### config.mk
export PLATFORM = sky130hd
export DESIGN_NAME = lab5_mcore_mem_refill_arbiter_flat
export DESIGN_NICKNAME = d
export VERILOG_FILES = /design/src/rtl/lab5_mcore_mem_refill_arbiter_pkg.sv /design/src/rtl/lab5_mcore_mem_refill_arbiter_if.sv /design/src/rtl/lab5_mcore_mem_refill_arbiter_src_id_queue.sv /design/src/rtl/lab5_mcore_mem_refill_arbiter.sv /design/src/flat_wrapper.sv
export SDC_FILE = /design/constraint.sdc
export NUM_CORES = 1
export LEC_CHECK = 0
export BUFFER_PORTS_ARGS = -buffer_cell sky130_fd_sc_hd__buf_2
export CAP_MARGIN = 20
export CORE_AREA = 2 2 378 380
export CTS_CLUSTER_SIZE = 24
export DETAILED_ROUTE_END_ITERATION = 8
export DIE_AREA = 0 0 380 382
export PLACE_DENSITY = 0.3
export SKIP_LAST_GASP = 1
export SYNTH_ARGS = -nofsm -noshare
export SYNTH_HDL_FRONTEND = slang
export SYNTH_SLANG_ARGS = --single-unit
export TNS_END_PERCENT = 100
### constraint.sdc
create_clock -name clk -period 4.24 [get_ports clk]
set_input_delay 0.848 -clock clk [delete_from_list [all_inputs] [get_ports clk]]
set_output_delay 0.848 -clock clk [all_outputs]
set_load 0.02 [all_outputs]
### src/rtl/lab5_mcore_mem_refill_arbiter_pkg.sv
// rtl/lab5_mcore_mem_refill_arbiter_pkg.sv - shared port ids and 16B memory message types
package lab5_mcore_arb_pkg;

  typedef logic [0:0] port_id_t;

  localparam port_id_t PORT_ICACHE = 1'b0;
  localparam port_id_t PORT_DCACHE = 1'b1;

  // Field layout matches the course memory message library (175b request / 145b response).
  typedef struct packed {
    logic [2:0]   type_;
    logic [7:0]   opaque;
    logic [31:0]  addr;
    logic [3:0]   len;
    logic [127:0] data;
  } mem_req_16B_t;

  typedef struct packed {
    logic [2:0]   type_;
    logic [7:0]   opaque;
    logic [1:0]   test;
    logic [3:0]   len;
    logic [127:0] data;
  } mem_resp_16B_t;

endpackage

### src/rtl/lab5_mcore_mem_refill_arbiter_if.sv
// rtl/lab5_mcore_mem_refill_arbiter_if.sv - cache-side and memory-side val/rdy bundle of the refill arbiter
interface lab5_mcore_mem_refill_arbiter_if;
  import lab5_mcore_arb_pkg::*;

  mem_req_16B_t  req0_msg;
  logic          req0_val;
  logic          req0_rdy;
  mem_resp_16B_t resp0_msg;
  logic          resp0_val;
  logic          resp0_rdy;

  mem_req_16B_t  req1_msg;
  logic          req1_val;
  logic          req1_rdy;
  mem_resp_16B_t resp1_msg;
  logic          resp1_val;
  logic          resp1_rdy;

  mem_req_16B_t  memreq_msg;
  logic          memreq_val;
  logic          memreq_rdy;
  mem_resp_16B_t memresp_msg;
  logic          memresp_val;
  logic          memresp_rdy;

  logic          conflict;

  modport master (
    input  req0_msg, req0_val, resp0_rdy,
    output req0_rdy, resp0_msg, resp0_val,
    input  req1_msg, req1_val, resp1_rdy,
    output req1_rdy, resp1_msg, resp1_val,
    output memreq_msg, memreq_val, memresp_rdy, conflict,
    input  memreq_rdy, memresp_msg, memresp_val
  );

  modport slave (
    output req0_msg, req0_val, resp0_rdy,
    input  req0_rdy, resp0_msg, resp0_val,
    output req1_msg, req1_val, resp1_rdy,
    input  req1_rdy, resp1_msg, resp1_val,
    input  memreq_msg, memreq_val, memresp_rdy, conflict,
    output memreq_rdy, memresp_msg, memresp_val
  );

endinterface

### src/rtl/lab5_mcore_mem_refill_arbiter_src_id_queue.sv
// rtl/lab5_mcore_mem_refill_arbiter_src_id_queue.sv - FIFO of source port ids for in-flight memory requests
module lab5_mcore_src_id_queue
  import lab5_mcore_arb_pkg::*;
#(
  parameter int p_depth = 4
) (
  input  logic     clk,
  input  logic     reset,
  input  logic     push,
  input  port_id_t push_id,
  input  logic     pop,
  output port_id_t head_id,
  output logic     empty,
  output logic     full
);

  localparam int PW = $clog2(p_depth);

  logic [PW-1:0] wr_ptr_q, wr_ptr_d;
  logic [PW-1:0] rd_ptr_q, rd_ptr_d;
  logic [PW:0]   count_q,  count_d;
  port_id_t      mem_q [p_depth];

  logic do_push;
  logic do_pop;

  assign empty   = (count_q == '0);
  assign full    = (count_q == (PW+1)'(p_depth));
  assign do_push = push & ~full;
  assign do_pop  = pop & ~empty;
  assign head_id = mem_q[rd_ptr_q];

  always_comb begin
    wr_ptr_d = wr_ptr_q;
    rd_ptr_d = rd_ptr_q;
    count_d  = count_q;
    if (do_push) wr_ptr_d = wr_ptr_q + PW'(1);
    if (do_pop)  rd_ptr_d = rd_ptr_q + PW'(1);
    // Push and pop together leave the occupancy unchanged.
    case ({do_push, do_pop})
      2'b10:   count_d = count_q + (PW+1)'(1);
      2'b01:   count_d = count_q - (PW+1)'(1);
      default: count_d = count_q;
    endcase
  end

  always_ff @(posedge clk or negedge reset) begin
    if (!reset) begin
      wr_ptr_q <= '0;
      rd_ptr_q <= '0;
      count_q  <= '0;
    end else begin
      wr_ptr_q <= wr_ptr_d;
      rd_ptr_q <= rd_ptr_d;
      count_q  <= count_d;
    end
  end

  always_ff @(posedge clk) begin
    if (do_push) mem_q[wr_ptr_q] <= push_id;
  end

endmodule

### src/rtl/lab5_mcore_mem_refill_arbiter.sv
// rtl/lab5_mcore_mem_refill_arbiter.sv - round-robin share of one 16B memory port between icache and dcache
module lab5_mcore_mem_refill_arbiter
  import lab5_mcore_arb_pkg::*;
#(
  parameter int p_max_outstanding = 4
) (
  input logic                           clk,
  input logic                           reset,
  lab5_mcore_mem_refill_arbiter_if.master bus
);

  port_id_t rr_last_q, rr_last_d;
  port_id_t grant_id;
  port_id_t head_id;

  logic q_full, q_empty;
  logic elig0, elig1;
  logic memreq_val_w, memresp_rdy_w;
  logic fire_req, fire_resp;
  logic head_live;

  lab5_mcore_src_id_queue #(
    .p_depth (p_max_outstanding)
  ) u_src_q (
    .clk     (clk),
    .reset   (reset),
    .push    (fire_req),
    .push_id (grant_id),
    .pop     (fire_resp),
    .head_id (head_id),
    .empty   (q_empty),
    .full    (q_full)
  );

  // Eligibility uses only the registered full flag, so a same-cycle pop cannot reach req_rdy.
  always_comb begin
    elig0 = bus.req0_val & ~q_full;
    elig1 = bus.req1_val & ~q_full;
    if (elig0 & elig1)  grant_id = ~rr_last_q;
    else if (elig1)     grant_id = PORT_DCACHE;
    else                grant_id = PORT_ICACHE;
  end

  assign memreq_val_w   = reset & (elig0 | elig1);
  assign fire_req       = memreq_val_w & bus.memreq_rdy;
  assign bus.memreq_val = memreq_val_w;
  assign bus.memreq_msg = (grant_id == PORT_DCACHE) ? bus.req1_msg : bus.req0_msg;
  assign bus.req0_rdy   = reset & elig0 & (grant_id == PORT_ICACHE) & bus.memreq_rdy;
  assign bus.req1_rdy   = reset & elig1 & (grant_id == PORT_DCACHE) & bus.memreq_rdy;
  assign bus.conflict   = bus.req0_val & bus.req1_val & fire_req;

  // Responses come back in request order, so the queue head names their owner.
  assign head_live       = reset & ~q_empty;
  assign memresp_rdy_w   = head_live &
                           ((head_id == PORT_DCACHE) ? bus.resp1_rdy : bus.resp0_rdy);
  assign fire_resp       = bus.memresp_val & memresp_rdy_w;
  assign bus.memresp_rdy = memresp_rdy_w;
  assign bus.resp0_val   = head_live & bus.memresp_val & (head_id == PORT_ICACHE);
  assign bus.resp1_val   = head_live & bus.memresp_val & (head_id == PORT_DCACHE);
  assign bus.resp0_msg   = bus.memresp_msg;
  assign bus.resp1_msg   = bus.memresp_msg;

  always_comb begin
    rr_last_d = rr_last_q;
    if (fire_req) rr_last_d = grant_id;
  end

  always_ff @(posedge clk or negedge reset) begin
    if (!reset) rr_last_q <= PORT_DCACHE;
    else        rr_last_q <= rr_last_d;
  end

endmodule

### src/flat_wrapper.sv
// flat-port wrapper written by rule: the top's interface ports become plain ports
module lab5_mcore_mem_refill_arbiter_flat import lab5_mcore_arb_pkg::*;
#(
  parameter int p_max_outstanding = 4
)
  (clk, reset, bus_req0_msg, bus_req0_val, bus_resp0_rdy, bus_req0_rdy, bus_resp0_msg, bus_resp0_val, bus_req1_msg, bus_req1_val, bus_resp1_rdy, bus_req1_rdy, bus_resp1_msg, bus_resp1_val, bus_memreq_msg, bus_memreq_val, bus_memresp_rdy, bus_conflict, bus_memreq_rdy, bus_memresp_msg, bus_memresp_val);
  lab5_mcore_mem_refill_arbiter_if bus_i ();
  input logic clk;
  input logic reset;
  input wire logic [$bits(bus_i.req0_msg)-1:0] bus_req0_msg;
  input wire logic [$bits(bus_i.req0_val)-1:0] bus_req0_val;
  input wire logic [$bits(bus_i.resp0_rdy)-1:0] bus_resp0_rdy;
  output wire logic [$bits(bus_i.req0_rdy)-1:0] bus_req0_rdy;
  output wire logic [$bits(bus_i.resp0_msg)-1:0] bus_resp0_msg;
  output wire logic [$bits(bus_i.resp0_val)-1:0] bus_resp0_val;
  input wire logic [$bits(bus_i.req1_msg)-1:0] bus_req1_msg;
  input wire logic [$bits(bus_i.req1_val)-1:0] bus_req1_val;
  input wire logic [$bits(bus_i.resp1_rdy)-1:0] bus_resp1_rdy;
  output wire logic [$bits(bus_i.req1_rdy)-1:0] bus_req1_rdy;
  output wire logic [$bits(bus_i.resp1_msg)-1:0] bus_resp1_msg;
  output wire logic [$bits(bus_i.resp1_val)-1:0] bus_resp1_val;
  output wire logic [$bits(bus_i.memreq_msg)-1:0] bus_memreq_msg;
  output wire logic [$bits(bus_i.memreq_val)-1:0] bus_memreq_val;
  output wire logic [$bits(bus_i.memresp_rdy)-1:0] bus_memresp_rdy;
  output wire logic [$bits(bus_i.conflict)-1:0] bus_conflict;
  input wire logic [$bits(bus_i.memreq_rdy)-1:0] bus_memreq_rdy;
  input wire logic [$bits(bus_i.memresp_msg)-1:0] bus_memresp_msg;
  input wire logic [$bits(bus_i.memresp_val)-1:0] bus_memresp_val;
  assign bus_i.req0_msg = bus_req0_msg;
  assign bus_i.req0_val = bus_req0_val;
  assign bus_i.resp0_rdy = bus_resp0_rdy;
  assign bus_req0_rdy = bus_i.req0_rdy;
  assign bus_resp0_msg = bus_i.resp0_msg;
  assign bus_resp0_val = bus_i.resp0_val;
  assign bus_i.req1_msg = bus_req1_msg;
  assign bus_i.req1_val = bus_req1_val;
  assign bus_i.resp1_rdy = bus_resp1_rdy;
  assign bus_req1_rdy = bus_i.req1_rdy;
  assign bus_resp1_msg = bus_i.resp1_msg;
  assign bus_resp1_val = bus_i.resp1_val;
  assign bus_memreq_msg = bus_i.memreq_msg;
  assign bus_memreq_val = bus_i.memreq_val;
  assign bus_memresp_rdy = bus_i.memresp_rdy;
  assign bus_conflict = bus_i.conflict;
  assign bus_i.memreq_rdy = bus_memreq_rdy;
  assign bus_i.memresp_msg = bus_memresp_msg;
  assign bus_i.memresp_val = bus_memresp_val;
  lab5_mcore_mem_refill_arbiter #(.p_max_outstanding(p_max_outstanding)) u_core (.clk(clk), .reset(reset), .bus(bus_i));
endmodule
=== Word-level counts from Yosys, hierarchy flattened ===
Memory sizes are Yosys's and may differ from the RTL's.
Index checks and enable logic that the tools add are counted.
W data, S select, Z words.

* Bits in registers: 8
* Memory bits (writable): 4
* Bits in read-only memories: 0
* Memories kept: 1
* Bits of input ports: 503
* Bits in latches: 0
* Output and inout bits: 472

* Order comparisons: 0
* Equality and inequality tests: 3
* Divide/modulo/power cells: 0
* Add/sub/neg operators: 4
* Reduce and logical (&&, ||, !) cells: 2
* Bitwise gates (word level): 27
* Shift operators: 0
* Multiply operators: 0
* Multiplexer cells: 7

{| class="wikitable"
|+ Memory list
! name !! depth !! width !! read ports !! clocked after memory_dff !! write ports !! RTL line !! text
|-
| u_core.u_src_q.mem_q || 4 || 1 || 1 || 0 || 1 || lab5_mcore_mem_refill_arbiter_src_id_queue.sv:22 || <nowiki>port_id_t mem_q [p_depth];</nowiki>
|}

{| class="wikitable"
|+ Operator list
! cell !! count
|-
| $mux W175 || 1
|-
| $and A1 B1 Y1 || 21
|-
| $pmux W3 S2 || 1
|-
| $mux W1 || 5
|-
| $not A1 Y1 || 5
|-
| $add A2 B1 Y2 const B || 2
|-
| $add A3 B1 Y3 const B || 1
|-
| $eq A3 B3 Y1 const B || 1
|-
| $logic_not A3 Y1 || 1
|-
| $sub A3 B1 Y3 const B || 1
|-
| $eq A2 B1 Y1 const B || 1
|-
| $eq A2 B2 Y1 const B || 1
|-
| $reduce_bool A2 Y1 || 1
|-
| $or A1 B1 Y1 || 1
|}

=== Longest topological paths before layout ===
* Depth after elaboration: 9
* Depth in mapped cells: 10
* Depth with buffers taken out: 10

=== Modules after synthesis ===
A second synthesis with hierarchy kept.

* Cell total of the unflattened synthesis: 549
* Area total of the unflattened synthesis: 5142.4 µm²

{| class="wikitable"
|+ Modules (own cells, without submodules)
! module !! instances !! area each (µm²) !! cells each
|-
| lab5_mcore_mem_refill_arbiter || 1 || 4560.6 || 506
|-
| lab5_mcore_src_id_queue || 1 || 581.8 || 43
|}

=== Least setup slack after synthesis ===
No wires, ideal clock.

* Kind: input -> output
* From: input port bus_req0_val
* To: output port bus_memreq_msg[148]
* Stages: 6
* Path slack: 1.742 ns
* Arrival time: 1.650 ns
* Data required time: 3.392 ns
* Cells stage by stage: nand2_1 > nand3_2 > inv_2 > clkbuf_1 > nand2_1 > nand2_1

* Word-level cells in the longest chain between the ends: 4

{| class="wikitable"
|+ RTL lines
! what !! RTL line !! text
|-
| from (decl) || flat_wrapper.sv:11 || <nowiki>input wire logic [$bits(bus_i.req0_val)-1:0] bus_req0_val;</nowiki>
|-
| $and A1 B1 Y1 || lab5_mcore_mem_refill_arbiter.sv:37 || <nowiki>elig0 = bus.req0_val & ~q_full;</nowiki>
|-
| $and A1 B1 Y1 || lab5_mcore_mem_refill_arbiter.sv:39 || <nowiki>if (elig0 & elig1) grant_id = ~rr_last_q;</nowiki>
|-
| $mux W1 || lab5_mcore_mem_refill_arbiter.sv:39 ||
|-
| via u_core.grant_id || lab5_mcore_mem_refill_arbiter.sv:13 || <nowiki>port_id_t grant_id;</nowiki>
|-
| $mux W175 || lab5_mcore_mem_refill_arbiter.sv:47 || <nowiki>assign bus.memreq_msg = (grant_id == PORT_DCACHE) ? bus.req1_msg : bus.req0_msg;</nowiki>
|-
| to (decl) || flat_wrapper.sv:22 || <nowiki>output wire logic [$bits(bus_i.memreq_msg)-1:0] bus_memreq_msg;</nowiki>
|}

The timed path passes the listed nets, and every way through them passes these cells.

=== Final worst setup path ===
* From: register u_core.u_src_q.count_q[0]
* To: output port bus_memreq_msg[74]

* Word-level cells in the longest chain between the ends: 6
* Elaborated cells on any way between the ends: 8

{| class="wikitable"
|+ RTL lines
! what !! RTL line !! text
|-
| from (decl) || lab5_mcore_mem_refill_arbiter_src_id_queue.sv:21 || <nowiki>logic [PW:0] count_q, count_d;</nowiki>
|-
| from (signal assigned) || lab5_mcore_mem_refill_arbiter_src_id_queue.sv:55 || <nowiki>count_q <= count_d;</nowiki>
|-
| $eq A3 B3 Y1 * || lab5_mcore_mem_refill_arbiter_src_id_queue.sv:28 || <nowiki>assign full = (count_q == (PW+1)'(p_depth));</nowiki>
|-
| $not A1 Y1 * || lab5_mcore_mem_refill_arbiter.sv:37, lab5_mcore_mem_refill_arbiter.sv:38 ||
|-
| $and A1 B1 Y1 (on tied branches) || lab5_mcore_mem_refill_arbiter.sv:38, lab5_mcore_mem_refill_arbiter.sv:37 ||
|-
| $mux W1 or $and A1 B1 Y1 (tied branches) || lab5_mcore_mem_refill_arbiter.sv:40, lab5_mcore_mem_refill_arbiter.sv:39 ||
|-
| $mux W1 * || lab5_mcore_mem_refill_arbiter.sv:39 ||
|-
| $mux W175 * || lab5_mcore_mem_refill_arbiter.sv:47 ||
|}

Every way passes the cells marked *; elsewhere a longest branch is shown, timed or not.

==> results by group <==
Worst hold path
  – Hold crit path type: input port to async pin

Clock tree
  – TritonCTS clock tree: yes
  – Post-cts sizing count: 0
  – # H-tree levels: 1
  – Postcts setup bufs: 0
  – CTS Hold Bufs: 0
  – Cts bufs inserted: 3
  – Clock root cell: clkbuf_16
  – CTS max path bufs: 2
  – Clk_lat worst skew: between 0.2 and 0.25 ns
  – Clk pin slew, worst setup/hold paths: approximately 0.05 ns
  – CTS Sinks: 12

Layout
  – Ratio of cells with drive above 1 in the final layout: 0.490
  – Area grow syn2layout: 56.2%
  – FF/Latch Area: around 320 µm²
  – Final Instance Area: roughly 0.0080 mm²
  – Layout Nets: approximately 1,700
  – Fin cells: about 3,000
  – Area of the multi-input gates: 0.00234 mm²
  – Fill cells: 17,058

Pwr
  – Max IR drop VDD: between 150 and 200 µV
  – Leakage: around 4.2 nW
  – Power density over the cells: 364 mW/mm²

Floorplanning
  – Die W: roughly 380 µm
  – Die area: between 0.1 and 0.15 mm²
  – Die height: ~380 µm
  – Starting density of the core: 0.0365
  – FP Rows: 138
  – Top Ports: approximately 980
  – Core footprint: 0.141 mm²

Setup path
  – Crit path from: u_core.u_src_q.count_q[0]$_DFFE_PN0P_
  – CP Launch Type: flop
  – Worst Path Buf+Inv: 4
  – R2R depth: 10
  – Critical Path AT: 2.42 ns
  – Most numerous cell on the critical path: buf_12
  – Crit-path cells: or3b_4, nand3_4, inv_8, buf_12, buf_12, nand2_1, nand2_1, buf_12
  – Setup CP Type: flop to primary output
  – Max incr delay on CP: 0.46 ns
  – R2r setup slk: roughly 1.8 ns
  – CP Max Fanout: 24
  – Setup crit end kind: primary output
  – R2R Path Start: u_core.u_src_q.count_q[0]$_DFFE_PN0P_
  – CP required: 3.39 ns
  – RR Endpoint: u_core.u_src_q.count_q[2]$_DFFE_PN0P_
  – CP top delay family: simple AND/OR/NAND/NOR gates
  – Critical path depth in cells: 8
  – Slowest library cell on the worst path: or3b_4

Run status
  – Status: finished clean

Placement
  – DP Cell Count: between 3,000 and 4,000
  – DP Area: approximately 0.008 mm²
  – I/O Buffers: 539
  – Gpl congestion: around 0.85
  – HPWL Detailed: 73,600 µm
  – Place WS: approximately 0.85 ns

Timing
  – Final Hold Viols: 0
  – Unrepaired setup endpoints after global routing: no
  – Min cycle time layout: approximately 3.3 ns
  – Clock Skews: around 0.0044 ns
  – Period utilization: 0.771
  – Slew Viols, Final: 0
  – PnR worst setup slack: 0.973 ns
  – Final setup viols: 0
  – Slew HR: 0.434
  – Worst hold margin: between 0.4 and 0.5 ns
  – Fmax: 306 MHz
  – Setup TNS: 0 ns
  – Transition time of the tightest slew-check pin: between 0.8 and 0.9 ns

Route
  – Post-route ant nets: 0
  – First-pass DRT Iterations: 5
  – Vias per cell: approximately 2.3
  – Total number of vias: 6,956
  – Drt drc: 0
  – Starting DRT DRC Count: 320
  – Routed WL: about 78,000 µm
  – WL per Instance: ~26 µm

Synthesis
  – Synth Area in Compound Gates: 0.00997
  – Register area share after synthesis: 0.0625
  – Yosys warning total: 0
  – Commonest cells post-synth: nand2_1, buf_4, buf_2
  – Async SR Flop Fraction: 0.667
  – Mapped Avg Cell Area: 5.61 µm²
  – Predominant post-synthesis flop cell: dfrtp_1
  – Synthesized flop and latch total: 12
  – Mux cell area share after synthesis: 0.0146
  – Post-synthesis cell type count: 29
  – Post-synthesis xor/xnor area fraction: 0.00851
  – Mapped Area: about 0.0051 mm²
  – Post-synth top area share: 0.432
  – EDFF count, synth: 4
  – Cells after Synth: a little over 900
  – Synth Net Count: roughly 1,400
  – Most numerous cell in the Yosys netlist: nand2_1
  – Largest family of logic cells by synthesized area: buffers and inverters
  – Synth top area cells: buf_4, nand2_1, dfrtp_1
  – Post-Synth Adder-Cell Area: 0.0160
  – Post-synth top area cell: buf_4
  – Post-Synth Simple-Gate Area: 0.405

Global routing
  – Pin count of the biggest net entering global routing: 98
  – Total grt overflow: 0
  – First-pass GRT wire length: ~90,000 µm
  – Initial antenna violation count: between 100 and 150
  – Vias in the first global route: between 6,000 and 7,000
  – Total track usage: 0.102

Flow run
  – Number of max-cap violations: 0
[through the flow]
| step | total power, mW | util |
|---|---|---|
| final | 2.92 | 0.0570 |
| after global placement | 2.83 | 0.0562 |
| after global routing | 3.20 | 0.0569 |
| after detailed placement | 2.83 | 0.0562 |
| after CTS | 3.02 | 0.0568 |
| after floorplan | 2.12 | - |
[logic make-up (layout without fill, tap and decap cells)]
| logic type | Yosys count | in the layout |
|---|---|---|
| other | 0 | 11 |
| XOR/XNOR | 5 | 5 |
| multiplexers | 7 | 7 |
| buffers and inverters | 336 | 563 |
| AO/OA/AOI/OAI | 7 | 7 |
| adder cells (fa/ha/maj) | 6 | 6 |
| flip-flops | 12 | 12 |
| AND/OR/NAND/NOR | 544 | 544 |
[routing by layer]
layer / up-vias / global-route usage / part of all wire
met2: 985 / 0.171 / 0.45
met3: 186 / 0.0833 / 0.19
li1: 2932 / - / -
met5: - / 0.00231 / 0.0011
met1: 2845 / 0.102 / 0.33
met4: 8 / 0.00448 / 0.018
[power by group]
part           total [mW]  leakage [nW]  internal, mW  switching, mW
Clock               0.174        0.0386         0.124         0.0494
Sequential          0.213         0.131         0.169         0.0435
Combinational        2.54          4.00         0.803           1.73
Total                2.92          4.17          1.10           1.83
[registers in the layout, summed over array words and instances, names as in the netlist]
name and count:
u_core.u_src_q.mem_q 4, u_core.u_src_q.count_q 3, u_core.u_src_q.rd_ptr_q 2, u_core.u_src_q.wr_ptr_q 2, u_core.rr_last_q 1
[layout by cell type (no fill, tap or decap), types with 4 or more instances in the layout]
cell type,synthesis,layout
ha_1,5,5
mux2i_1,6,6
buf_12,0,6
buf_2,15,538
nand2_1,527,527
dfrtp_1,7,7
inv_1,7,7
buf_4,296,6
and3_1,5,5
diode_2,0,11
edfxtp_1,4,4
nor2_1,6,6
[worst max-delay path by stage]
stage,slack [ns],end
final,0.97,bus_memreq_msg[74]
after global routing,0.80,bus_memreq_msg[54]
after CTS,0.85,bus_memreq_msg[74]
after detailed placement,0.85,bus_memreq_msg[74]
after global placement,0.86,bus_memreq_msg[74]
after floorplan,1.74,bus_memreq_msg[148]
[cell type report]
class / count / share of cell area
multi-input combinational: 569 / 0.292
sequential: 12 / 0.0400
antenna: 11 / 0.00343
inverter: 8 / 0.00467
clock buffer: 3 / 0.00934
tap: 1890 / 0.294
clock inverter: 1 / 0.000467
timing repair buffer: 551 / 0.356
Power figures use the tool's default switching activity.
